$ cat src/rtl/regfile_wb_pkg.sv
// Shared widths and the load-buffer entry type for the regfile write-back controller.
package regfile_wb_pkg;

  localparam int ADDR_W = 6;
  localparam int DATA_W = 32;
  localparam int NREG   = 32;

  typedef struct packed {
    logic [ADDR_W-1:0] addr;
    logic [DATA_W-1:0] data;
  } wb_entry_t;

endpackage

$ cat src/rtl/regfile_wb_if.sv
// Bundle between execute/memory, issue and the regfile write port.
// The master side is the upstream producer; the slave side is the write-back controller.
interface regfile_wb_if #(
  parameter int ADDR_W = regfile_wb_pkg::ADDR_W,
  parameter int DATA_W = regfile_wb_pkg::DATA_W,
  parameter int NREG   = regfile_wb_pkg::NREG,
  parameter int DEPTH  = 4
);
  localparam int CNT_W = $clog2(DEPTH) + 1;

  logic              claim_valid;
  logic [ADDR_W-1:0] claim_addr;
  logic              alu_valid;
  logic [ADDR_W-1:0] alu_addr;
  logic [DATA_W-1:0] alu_data;
  logic              mem_valid;
  logic              mem_ready;
  logic [ADDR_W-1:0] mem_addr;
  logic [DATA_W-1:0] mem_data;
  logic              we3;
  logic [ADDR_W-1:0] addr3;
  logic [DATA_W-1:0] writeData3;
  logic [NREG-1:0]   busy;
  logic [CNT_W-1:0]  fifo_count;

  modport master (
    output claim_valid, claim_addr,
    output alu_valid, alu_addr, alu_data,
    output mem_valid, mem_addr, mem_data,
    input  mem_ready, we3, addr3, writeData3, busy, fifo_count
  );

  modport slave (
    input  claim_valid, claim_addr,
    input  alu_valid, alu_addr, alu_data,
    input  mem_valid, mem_addr, mem_data,
    output mem_ready, we3, addr3, writeData3, busy, fifo_count
  );

endinterface

$ cat src/rtl/regfile_writeback_fifo.sv
// Synchronous FIFO of write-back entries; pointers wrap naturally since DEPTH is a power of two.
module wb_fifo
  import regfile_wb_pkg::*;
#(
  parameter int DEPTH = 4,
  localparam int PTR_W = $clog2(DEPTH),
  localparam int CNT_W = PTR_W + 1
) (
  input  logic             clk,
  input  logic             reset,
  input  logic             push,
  input  logic             pop,
  input  wb_entry_t        din,
  output wb_entry_t        dout,
  output logic [CNT_W-1:0] count,
  output logic             full,
  output logic             empty
);

  wb_entry_t        mem_q [DEPTH];
  logic [PTR_W-1:0] wr_ptr_q, rd_ptr_q;
  logic [CNT_W-1:0] count_q;
  logic             do_push, do_pop;

  assign full    = (count_q == CNT_W'(DEPTH));
  assign empty   = (count_q == '0);
  assign do_push = push && !full;
  assign do_pop  = pop && !empty;
  assign dout    = mem_q[rd_ptr_q];
  assign count   = count_q;

  always_ff @(posedge clk) begin
    if (reset) begin
      wr_ptr_q <= '0;
      rd_ptr_q <= '0;
      count_q  <= '0;
    end else begin
      if (do_push) wr_ptr_q <= wr_ptr_q + PTR_W'(1);
      if (do_pop)  rd_ptr_q <= rd_ptr_q + PTR_W'(1);
      count_q <= count_q + CNT_W'(do_push) - CNT_W'(do_pop);
    end
  end

  // Storage is not reset: a flushed entry is unreachable once the pointers clear.
  always_ff @(posedge clk) begin
    if (do_push) mem_q[wr_ptr_q] <= din;
  end

endmodule

$ cat src/rtl/regfile_writeback.sv
// Serialises ALU and load results onto the single regfile write port and keeps the
// per-register busy scoreboard used by issue for RAW stalls.
module regfile_writeback #(
  parameter int ADDR_W = regfile_wb_pkg::ADDR_W,
  parameter int DATA_W = regfile_wb_pkg::DATA_W,
  parameter int NREG   = regfile_wb_pkg::NREG,
  parameter int DEPTH  = 4
) (
  input  logic        clk,
  input  logic        reset,
  regfile_wb_if.slave bus
);
  import regfile_wb_pkg::*;

  localparam int CNT_W = $clog2(DEPTH) + 1;

  wb_entry_t         push_entry, head;
  logic              fifo_full, fifo_empty, push, pop;
  logic [CNT_W-1:0]  count, count_next;

  logic              ready_q, ready_d;
  logic              we3_q, we3_d;
  logic [ADDR_W-1:0] addr3_q, addr3_d;
  logic [DATA_W-1:0] data3_q, data3_d;
  logic [NREG-1:0]   busy_q, busy_d;

  logic              sel_valid;
  logic [ADDR_W-1:0] sel_addr;
  logic [DATA_W-1:0] sel_data;

  // mem_ready comes from a register so no upstream input can reach it combinationally.
  assign push       = bus.mem_valid && ready_q && !fifo_full;
  assign pop        = !bus.alu_valid && !fifo_empty;
  assign push_entry = '{addr: bus.mem_addr, data: bus.mem_data};

  wb_fifo #(.DEPTH(DEPTH)) u_fifo (
    .clk   (clk),
    .reset (reset),
    .push  (push),
    .pop   (pop),
    .din   (push_entry),
    .dout  (head),
    .count (count),
    .full  (fifo_full),
    .empty (fifo_empty)
  );

  always_comb begin
    sel_valid  = bus.alu_valid || !fifo_empty;
    sel_addr   = bus.alu_valid ? bus.alu_addr : head.addr;
    sel_data   = bus.alu_valid ? bus.alu_data : head.data;

    // Out-of-range destinations still consume their buffer slot but never reach the port.
    we3_d      = sel_valid && (int'(sel_addr) < NREG);
    addr3_d    = we3_d ? sel_addr : addr3_q;
    data3_d    = we3_d ? sel_data : data3_q;

    count_next = count + CNT_W'(push) - CNT_W'(pop);
    ready_d    = (count_next < CNT_W'(DEPTH));
  end

  // Clear on retirement first so a same-edge claim of that register wins.
  always_comb begin
    busy_d = busy_q;
    for (int i = 0; i < NREG; i++) begin
      if (we3_q && int'(addr3_q) == i) busy_d[i] = 1'b0;
      if (bus.claim_valid && int'(bus.claim_addr) == i) busy_d[i] = 1'b1;
    end
  end

  always_ff @(posedge clk) begin
    if (reset) begin
      ready_q <= 1'b0;
      we3_q   <= 1'b0;
      addr3_q <= '0;
      data3_q <= '0;
      busy_q  <= '0;
    end else begin
      ready_q <= ready_d;
      we3_q   <= we3_d;
      addr3_q <= addr3_d;
      data3_q <= data3_d;
      busy_q  <= busy_d;
    end
  end

  assign bus.mem_ready  = ready_q;
  assign bus.we3        = we3_q;
  assign bus.addr3      = addr3_q;
  assign bus.writeData3 = data3_q;
  assign bus.busy       = busy_q;
  assign bus.fifo_count = count;

endmodule

$ cat src/flat_wrapper.sv
// flat-port wrapper written by rule: the top's interface ports become plain ports
module regfile_writeback_flat import regfile_wb_pkg::*;
#(
  parameter int ADDR_W = regfile_wb_pkg::ADDR_W,
  parameter int DATA_W = regfile_wb_pkg::DATA_W,
  parameter int NREG   = regfile_wb_pkg::NREG,
  parameter int DEPTH  = 4
)
  (clk, reset, bus_claim_valid, bus_claim_addr, bus_alu_valid, bus_alu_addr, bus_alu_data, bus_mem_valid, bus_mem_addr, bus_mem_data, bus_mem_ready, bus_we3, bus_addr3, bus_writeData3, bus_busy, bus_fifo_count);
  regfile_wb_if #(.ADDR_W(ADDR_W), .DATA_W(DATA_W), .NREG(NREG), .DEPTH(DEPTH)) bus_i ();
  input  logic clk;
  input  logic reset;
  input wire logic [$bits(bus_i.claim_valid)-1:0] bus_claim_valid;
  input wire logic [$bits(bus_i.claim_addr)-1:0] bus_claim_addr;
  input wire logic [$bits(bus_i.alu_valid)-1:0] bus_alu_valid;
  input wire logic [$bits(bus_i.alu_addr)-1:0] bus_alu_addr;
  input wire logic [$bits(bus_i.alu_data)-1:0] bus_alu_data;
  input wire logic [$bits(bus_i.mem_valid)-1:0] bus_mem_valid;
  input wire logic [$bits(bus_i.mem_addr)-1:0] bus_mem_addr;
  input wire logic [$bits(bus_i.mem_data)-1:0] bus_mem_data;
  output wire logic [$bits(bus_i.mem_ready)-1:0] bus_mem_ready;
  output wire logic [$bits(bus_i.we3)-1:0] bus_we3;
  output wire logic [$bits(bus_i.addr3)-1:0] bus_addr3;
  output wire logic [$bits(bus_i.writeData3)-1:0] bus_writeData3;
  output wire logic [$bits(bus_i.busy)-1:0] bus_busy;
  output wire logic [$bits(bus_i.fifo_count)-1:0] bus_fifo_count;
  assign bus_i.claim_valid = bus_claim_valid;
  assign bus_i.claim_addr = bus_claim_addr;
  assign bus_i.alu_valid = bus_alu_valid;
  assign bus_i.alu_addr = bus_alu_addr;
  assign bus_i.alu_data = bus_alu_data;
  assign bus_i.mem_valid = bus_mem_valid;
  assign bus_i.mem_addr = bus_mem_addr;
  assign bus_i.mem_data = bus_mem_data;
  assign bus_mem_ready = bus_i.mem_ready;
  assign bus_we3 = bus_i.we3;
  assign bus_addr3 = bus_i.addr3;
  assign bus_writeData3 = bus_i.writeData3;
  assign bus_busy = bus_i.busy;
  assign bus_fifo_count = bus_i.fifo_count;
  regfile_writeback #(.ADDR_W(ADDR_W), .DATA_W(DATA_W), .NREG(NREG), .DEPTH(DEPTH)) u_core (.clk(clk), .reset(reset), .bus(bus_i));
endmodule
$ cat config.mk
export PLATFORM = sky130hd
export DESIGN_NAME = regfile_writeback_flat
export DESIGN_NICKNAME = d
export VERILOG_FILES = /design/src/rtl/regfile_wb_pkg.sv /design/src/rtl/regfile_wb_if.sv /design/src/rtl/regfile_writeback_fifo.sv /design/src/rtl/regfile_writeback.sv /design/src/flat_wrapper.sv
export SDC_FILE = /design/constraint.sdc
export NUM_CORES = 1
export LEC_CHECK = 0
export BUFFER_PORTS_ARGS = -buffer_cell sky130_fd_sc_hd__buf_2
export CAP_MARGIN = 10
export CELL_PAD_IN_SITES_DETAIL_PLACEMENT = 0
export CELL_PAD_IN_SITES_GLOBAL_PLACEMENT = 1
export CORE_AREA = 5 5 213 112
export CTS_BUF_LIST = sky130_fd_sc_hd__clkbuf_4 sky130_fd_sc_hd__clkbuf_8 sky130_fd_sc_hd__clkbuf_16
export DETAILED_ROUTE_END_ITERATION = 10
export DIE_AREA = 0 0 218 117
export PLACE_DENSITY_LB_ADDON = 0.08
export RECOVER_POWER = 100
export SYNTH_ARGS = -nofsm -noshare
export SYNTH_HDL_FRONTEND = slang
export SYNTH_SLANG_ARGS = --single-unit
$ cat constraint.sdc
create_clock -name clk -period 2.6 [get_ports clk]
set_input_delay 0.52 -clock clk [delete_from_list [all_inputs] [get_ports clk]]
set_output_delay 0.52 -clock clk [all_outputs]
set_load 0.05 [all_outputs]
==> results of run 1 <==
## metrics by stage
step / utilization [%] / hold slack [ns] / setup slack, ns / total power (µW) / std cells
2_1_floorplan: - / 0.453 / 0.0336 / 6120 / 653
4_1_cts: 51.7 / 0.219 / 0.498 / 9880 / 1118
3_3_place_gp: 48.5 / 0.453 / 0.520 / 6740 / 1078
5_1_grt: 50.8 / 0.279 / 0.287 / 10200 / 1118
6_report: 50.8 / 0.279 / 0.425 / 9750 / 1118
3_5_place_dp: 48.5 / 0.460 / 0.491 / 6790 / 1078
## placed cells by master (no fill, tap or decap), types with 15 or more instances in the layout
master	instances
a21oi_1	38
buf_2	48
buf_4	15
clkbuf_1	115
clkbuf_16	23
dfxtp_1	79
edfxtp_1	152
mux2i_1	37
mux4_2	38
nand3_1	35
nor2b_1	42
o311ai_1	37
o31ai_1	70
## routing by layer
layer / up-vias / part of all wire [%] / wire, µm
met1: 3255 / 49 / 12400
met5: - / 0 / 0
met4: 0 / 1.5 / 374
met2: 223 / 43 / 10900
met3: 29 / 6.9 / 1750
li1: 2881 / - / -
## kinds of logic after synthesis
| family | Yosys count | share of synthesized area [%] |
|---|---|---|
| AND/OR/NAND/NOR | 113 | 6.85 |
| buffers and inverters | 71 | 3.14 |
| multiplexers | 75 | 12.8 |
| XOR/XNOR | 2 | 0.183 |
| AO/OA/AOI/OAI | 150 | 11.2 |
| adder cells (fa/ha/maj) | 9 | 1.25 |
| flip-flops | 233 | 64.6 |
## registers in the layout, summed over array words and instances (netlist names), named ones only
signal,flops
u_core.bus.addr3,6
u_core.u_fifo.count,3
u_core.u_fifo.rd_ptr_q,2
u_core.u_fifo.wr_ptr_q,2
u_core.bus.writeData3,32
u_core.bus.we3,1
u_core.bus.busy,32
u_core.bus.mem_ready,1
u_core.u_fifo.mem_q,152
## final timing paths
check / startpoint / to / slack (ns) / depth (start not counted)
setup / recovery: u_core.u_fifo.count[1] / u_core.u_fifo.mem_q[2][29] / 0.43 / 3
hold / removal: bus_mem_data[31] / u_core.u_fifo.mem_q[1][31] / 0.28 / 1
setup reg to reg: u_core.u_fifo.count[1] / u_core.u_fifo.mem_q[2][29] / 0.43 / 3
hold reg to reg: u_core.bus.busy[21] / u_core.bus.busy[21] / 0.47 / 2
## power by group
| part | internal, µW | leakage (µW) | switching (µW) |
|---|---|---|---|
| Clock | 1750 | 0.000351 | 1340 |
| Sequential | 4240 | 0.00203 | 144 |
| Combinational | 718 | 0.00130 | 1550 |
| Total | 6710 | 0.00369 | 3040 |
## worst max-delay path, delay by kind of cell, from the launching register on
kind	cells	cell delay, ns
DFF	1	0.48
buffers and inverters	1	0.85
and+or+nand+nor	2	0.44
## layout make-up
| cell class | count | area, µm² |
|---|---|---|
| clock buffer | 31 | 654 |
| clock inverter | 9 | 38.8 |
| fill | 1968 | 10800 |
| inverter | 8 | 30.0 |
| multi-input combinational | 349 | 3100 |
| sequential | 233 | 6190 |
| tap | 307 | 384 |
| timing repair buffer | 181 | 815 |
==> run metrics, run 1 <==
final worst path period share 83.6%; antenna diode count 0; Setup crit end kind flip-flop; routed len/inst 22.8 µm; total gr overflow 0; DR vias/cell 5.71; H-tree levels 1; Primary FF master, synth edfxtp_1; Finished Cell Area 11200 µm²; layout cells sized above 1 18.5%; top post-synthesis cells by count edfxtp_1 (152), dfxtp_1 (81), o31ai_1 (70); gp weighted congestion 0.873; Post-CTS Setup Repair Bufs 0; final worst path period need 2.17 ns; final setup fails 0; crit-path cells or3b_2, and3_2, buf_2; vias in the first global route 6461; Max Clk Rate 0.460 GHz; largest net degree at the start of global routing 47; Top Usage Layer GRT met1; CTS Buffer Depth 3; Rel. slew slack 25.2%; met1 usage 30.4%; count of cell types in the netlist 37; VDD IR max 0.580 mV; Synth area leaders edfxtp_1 (48%), dfxtp_1 (17%), mux4_2 (8.9%); M2 GR Usage 29.0%; hold_buf cts 0; initial antenna violation count 0; Sink Count 233; Req. time, crit path 2.71 ns; Detailed Route Iter0 Violations 644; Syn Area/Cell 14.7 µm²; Yosys top cell by area edfxtp_1; CP Launch Type flip-flop; fin. max-slew vios 0; final hold violations 0; P&R area growth vs syn 17.1%; CTS tree yes; latest clock arrival within the worst-skew pair 0.50 ns; Detail Route Antenna Nets 0; slowest CP cell buf_2; Initial Util 43.4%; kind of critical path reg2reg; CP peak stage delay 0.85 ns; top cell type's share of synthesized area 47.7%; # port buffers 161; total track usage 19.7%; setup TNS 0 ns; Max FO, Critical Path 38; sequential share of the synthesized area 64.6%; fraction of registers with async set/reset 0%; Worst-path clk slew 0.06 ns; Post-Syn Instances 653; RSZ-0062 raised after global routing false; #FFs+latches synth 233; estimated wirelength of the detail-placed design 16700 µm; max-cap viol count 0; DR vias 6388; PwrDens 869 nW/µm²; die area 25500 µm²; Pleak 0.00369 µW; post-layout net count 891; CTS Root Cell clkbuf_16; Die X-Extent 218 µm; grt met3 use 4.27%; most frequent cell after synthesis edfxtp_1; status finished clean; row count 39; DRC Markers 0; syn_nets 749; drt pass-1 iters 5; Placed Area 10700 µm²; Tightest Hold Check Type in2reg; final wirelength 25400 µm; worst-margin pin slew 1.12 ns; skew final 0.00809 ns; core area 22100 µm²; CTS buffer count 22; Syn Std Cell Area 9570 µm²; Resized cells post-CTS 0; number of synthesized flops with an enable pin 152; Worst EP arrival 2.29 ns; synthesis warning total 0; first-pass GRT wire length 38800 µm; I/O Pins 162; die height 117 µm
No activity file was read; power rests on OpenSTA's default activity.
==> inputs of run 2 (changes only) <==
--- a/config.mk
+++ b/config.mk
@@ -9,10 +9,10 @@
 export CAP_MARGIN = 10
 export CELL_PAD_IN_SITES_DETAIL_PLACEMENT = 0
 export CELL_PAD_IN_SITES_GLOBAL_PLACEMENT = 1
-export CORE_AREA = 5 5 213 112
+export CORE_AREA = 5 5 220 115
 export CTS_BUF_LIST = sky130_fd_sc_hd__clkbuf_4 sky130_fd_sc_hd__clkbuf_8 sky130_fd_sc_hd__clkbuf_16
 export DETAILED_ROUTE_END_ITERATION = 10
-export DIE_AREA = 0 0 218 117
+export DIE_AREA = 0 0 225 120
 export PLACE_DENSITY_LB_ADDON = 0.08
 export RECOVER_POWER = 100
 export SYNTH_ARGS = -nofsm -noshare
==> constraint.sdc (replaced) <==
create_clock -name clk -period 1.8 [get_ports clk]
set_input_delay 0.36 -clock clk [delete_from_list [all_inputs] [get_ports clk]]
set_output_delay 0.36 -clock clk [all_outputs]
set_load 0.05 [all_outputs]
==> run 2 against run 1 <==
  * The run now ends with negative setup slack left
  * Setup slack got worse by 0.51 ns
  * Flip-flop and latch count unchanged
  * Non-clock buffer count is 18 higher
  * Clock skew up 0.0093 ns
  * Via count grew 1.1%
  * Count of clock-buffer cells in the layout up 5
  * Register-to-register slack got worse by 0.51 ns
  * Clock power is 60% higher
  * Core utilization decreased by 0.19 points
  * Global-route usage shrank 0.81 points
  * Cell count rose by 2.7%
  * Critical path depth grew 6
  * Critical endpoint is now u_core.u_fifo.count[1]
  * Largest power group unchanged
  * Highest routed layer unchanged
==> run metrics, run 2 (same netlist as run 1, synthesis figures left out) <==
worst flop-to-flop path startpoint u_core.u_fifo.count[2] (was u_core.u_fifo.count[1]); Finished Cell Area 11800 µm² (was 11200 µm²); Initial Util 41.0% (was 43.4%); cells on worst reg2reg path 9 (was 3); final worst path period need 1.88 ns (was 2.17 ns); setup TNS -0.137 ns (was 0 ns); Worst-path clk slew 0.07 ns (was 0.06 ns); hold_buf cts 0 (unchanged); layout cells sized above 1 33.3% (was 18.5%); Pwr Total 15100 µW (was 9750 µW); final worst path period share 105% (was 83.6%); Rel. slew slack 43.8% (was 25.2%); die area 27000 µm² (was 25500 µm²); H-tree levels 1 (unchanged); P_sw 4610 µW (was 3040 µW); worst-margin pin slew 0.843 ns (was 1.12 ns); CTS Root Cell clkbuf_16 (unchanged); crit-path cells nor3b_4, nor2_1, inv_1, ha_1, inv_1, ha_1, inv_1, fa_2, nor2_1 (was or3b_2, and3_2, buf_2); total gr overflow 0 (unchanged); total track usage 18.9% (was 19.7%); switching portion of total power 30.6% (was 31.1%); antenna diode count 0 (unchanged); VDD IR max 0.553 mV (was 0.580 mV); I/O Pins 162 (unchanged); latest clock arrival within the worst-skew pair 0.51 ns (was 0.50 ns); Pleak 0.00415 µW (was 0.00369 µW); routed len/inst 23.3 µm (was 22.8 µm); PwrDens 1270 nW/µm² (was 869 nW/µm²); RSZ-0062 raised after global routing true (was false); drt pass-1 iters 5 (unchanged); HP Start bus_mem_data[15] (was bus_mem_data[31]); fin. max-slew vios 0 (unchanged); Crit. Startpoint u_core.u_fifo.count[2] (was u_core.u_fifo.count[1]); core area 23400 µm² (was 22100 µm²); row count 40 (was 39); Die X-Extent 225 µm (was 218 µm); crit-path most repeated cell inv_1; Placed Area 10900 µm² (was 10700 µm²); Gate power share 25.1% (was 23.3%); final setup fails 2 (was 0); CTS Buffer Depth 3 (unchanged); largest net degree at the start of global routing 42 (was 47); DRC Markers 0 (unchanged); most common cell after layout, fill and taps aside edfxtp_1 (unchanged); Seq pwr share 42.1% (was 45.0%); DR vias 6457 (was 6388); kind of critical path reg2reg (unchanged); vias in the first global route 6314 (was 6461); gp weighted congestion 0.873 (about the same); initial antenna violation count 0 (unchanged); estimated wirelength of the detail-placed design 17600 µm (was 16700 µm); P_int 10500 µW (was 6710 µW); WHS Path Cells 1 (unchanged); reg2reg setup slack -0.08 ns (was 0.43 ns); most frequent cells in the layout edfxtp_1 (152), dfxtp_1 (76), clkbuf_2 (61) (was edfxtp_1 (152), clkbuf_1 (115), dfxtp_1 (79)); Req. time, crit path 2.19 ns (was 2.71 ns); CP Launch Type flip-flop (unchanged); setup ws final -0.0818 ns (was 0.425 ns); Tightest Hold Check Type in2reg (unchanged); failing checks negative setup slack; Sink Count 233 (unchanged); clock share of power 32.8% (was 31.7%); Detailed Route Iter0 Violations 507 (was 644); delay-heaviest family, CP adder cells (was buffers and inverters); Setup crit end kind flip-flop (unchanged); slowest CP cell fa_2 (was buf_2); Max Clk Rate 0.531 GHz (was 0.460 GHz); Biggest register u_core.u_fifo.mem_q (unchanged); Detail Route Antenna Nets 0 (unchanged); die height 120 µm (was 117 µm); CTS tree yes (unchanged); P&R area growth vs syn 23.6% (was 17.1%); Worst EP arrival 2.27 ns (was 2.29 ns); first-pass GRT wire length 39200 µm (was 38800 µm); CTS buffer count 22 (unchanged); status finished, violations left (was finished clean); Hold WS 0.117 ns (was 0.279 ns); R2R Path End u_core.u_fifo.count[1] (was u_core.u_fifo.mem_q[2][29]); CP peak stage delay 0.52 ns (was 0.85 ns); Max FO, Critical Path 4 (was 38); DR vias/cell 5.62 (was 5.71); final hold violations 0 (unchanged); final wirelength 26700 µm (was 25400 µm); max-cap viol count 0 (unchanged); # port buffers 161 (unchanged); hold worst-path end u_core.u_fifo.mem_q[3][15] (was u_core.u_fifo.mem_q[1][31]); WP buf/inv 3 (was 1); skew final 0.0174 ns (was 0.00809 ns); max reg flops 152 (unchanged); post-layout net count 913 (was 891)
## run 2: cell count changes in the layout (fill, tap and decap cells not counted), sizes merged
| cell | delta |
|---|---|
| and3 | +4 |
| buf | +34 |
| bufinv | +2 |
| clkbuf | -11 |
| clkinv | -7 |
## run 2: final cells by class
class	count	area, µm²
Fill cell	2014	11500
Sequential cell	233	6200
Multi-Input combinational cell	353	3300
Timing Repair Buffer	199	1130
Clock buffer	36	709
Tap cell	315	394
Clock inverter	4	72.6
Inverter	8	30.0
## run 2: metal layers
layer / GRT usage [%] / vias up / part of all wire, %
met4: 3.12 / 0 / 1.5
met5: 0 / - / 0
met3: 5.16 / 35 / 6.9
met2: 26.4 / 224 / 42
li1: - / 2934 / -
met1: 29.7 / 3264 / 49
## run 2: what timing repair did
action                                  in CTS  in global routing
cloned                                       0                  4
pin swaps                                    3                  5
buffers inserted                             2                  0
endpoints found under the setup margin       3                170
resized for setup                            3                 25
## run 2: through the flow
step	instances	utilization [%]	worst slack [ns]
after floorplan	653	-	-0.279
after global placement	1102	46.7	-0.0969
after detailed placement	1102	46.7	-0.182
after CTS	1144	50.2	-0.0686
after global routing	1148	50.6	-0.138
final	1148	50.6	-0.0818
## run 2: power groups by stage
stage               clock network, µW  logic (µW)  registers [µW]
floorplan                           0        1840            7060
global placement                    0        3610            6420
detailed placement                  0        3640            6450
CTS                              5060        3690            6340
global route                     5290        4040            6380
finish                           4950        3790            6340
## run 2: how the worst max path moves through the flow
stage | to | slack, ns | cells past startpoint
3_5_place_dp | u_core.u_fifo.count[2] | -0.18 | 10
5_1_grt | u_core.u_fifo.count[2] | -0.14 | 10
6_report | u_core.u_fifo.count[1] | -0.08 | 9
4_1_cts | u_core.u_fifo.count[1] | -0.07 | 9
3_3_place_gp | u_core.u_fifo.count[2] | -0.1 | 11
2_1_floorplan | u_core.u_fifo.count[2] | -0.28 | 10
## run 2: worst register-to-register path: stages (launching register included)
cell     delay (ns)
dfxtp_4        0.36
nor3b_4        0.15
nor2_1         0.10
inv_1          0.07
ha_1           0.28
inv_1          0.06
ha_1           0.14
inv_1          0.05
fa_2           0.52
nor2_1         0.04
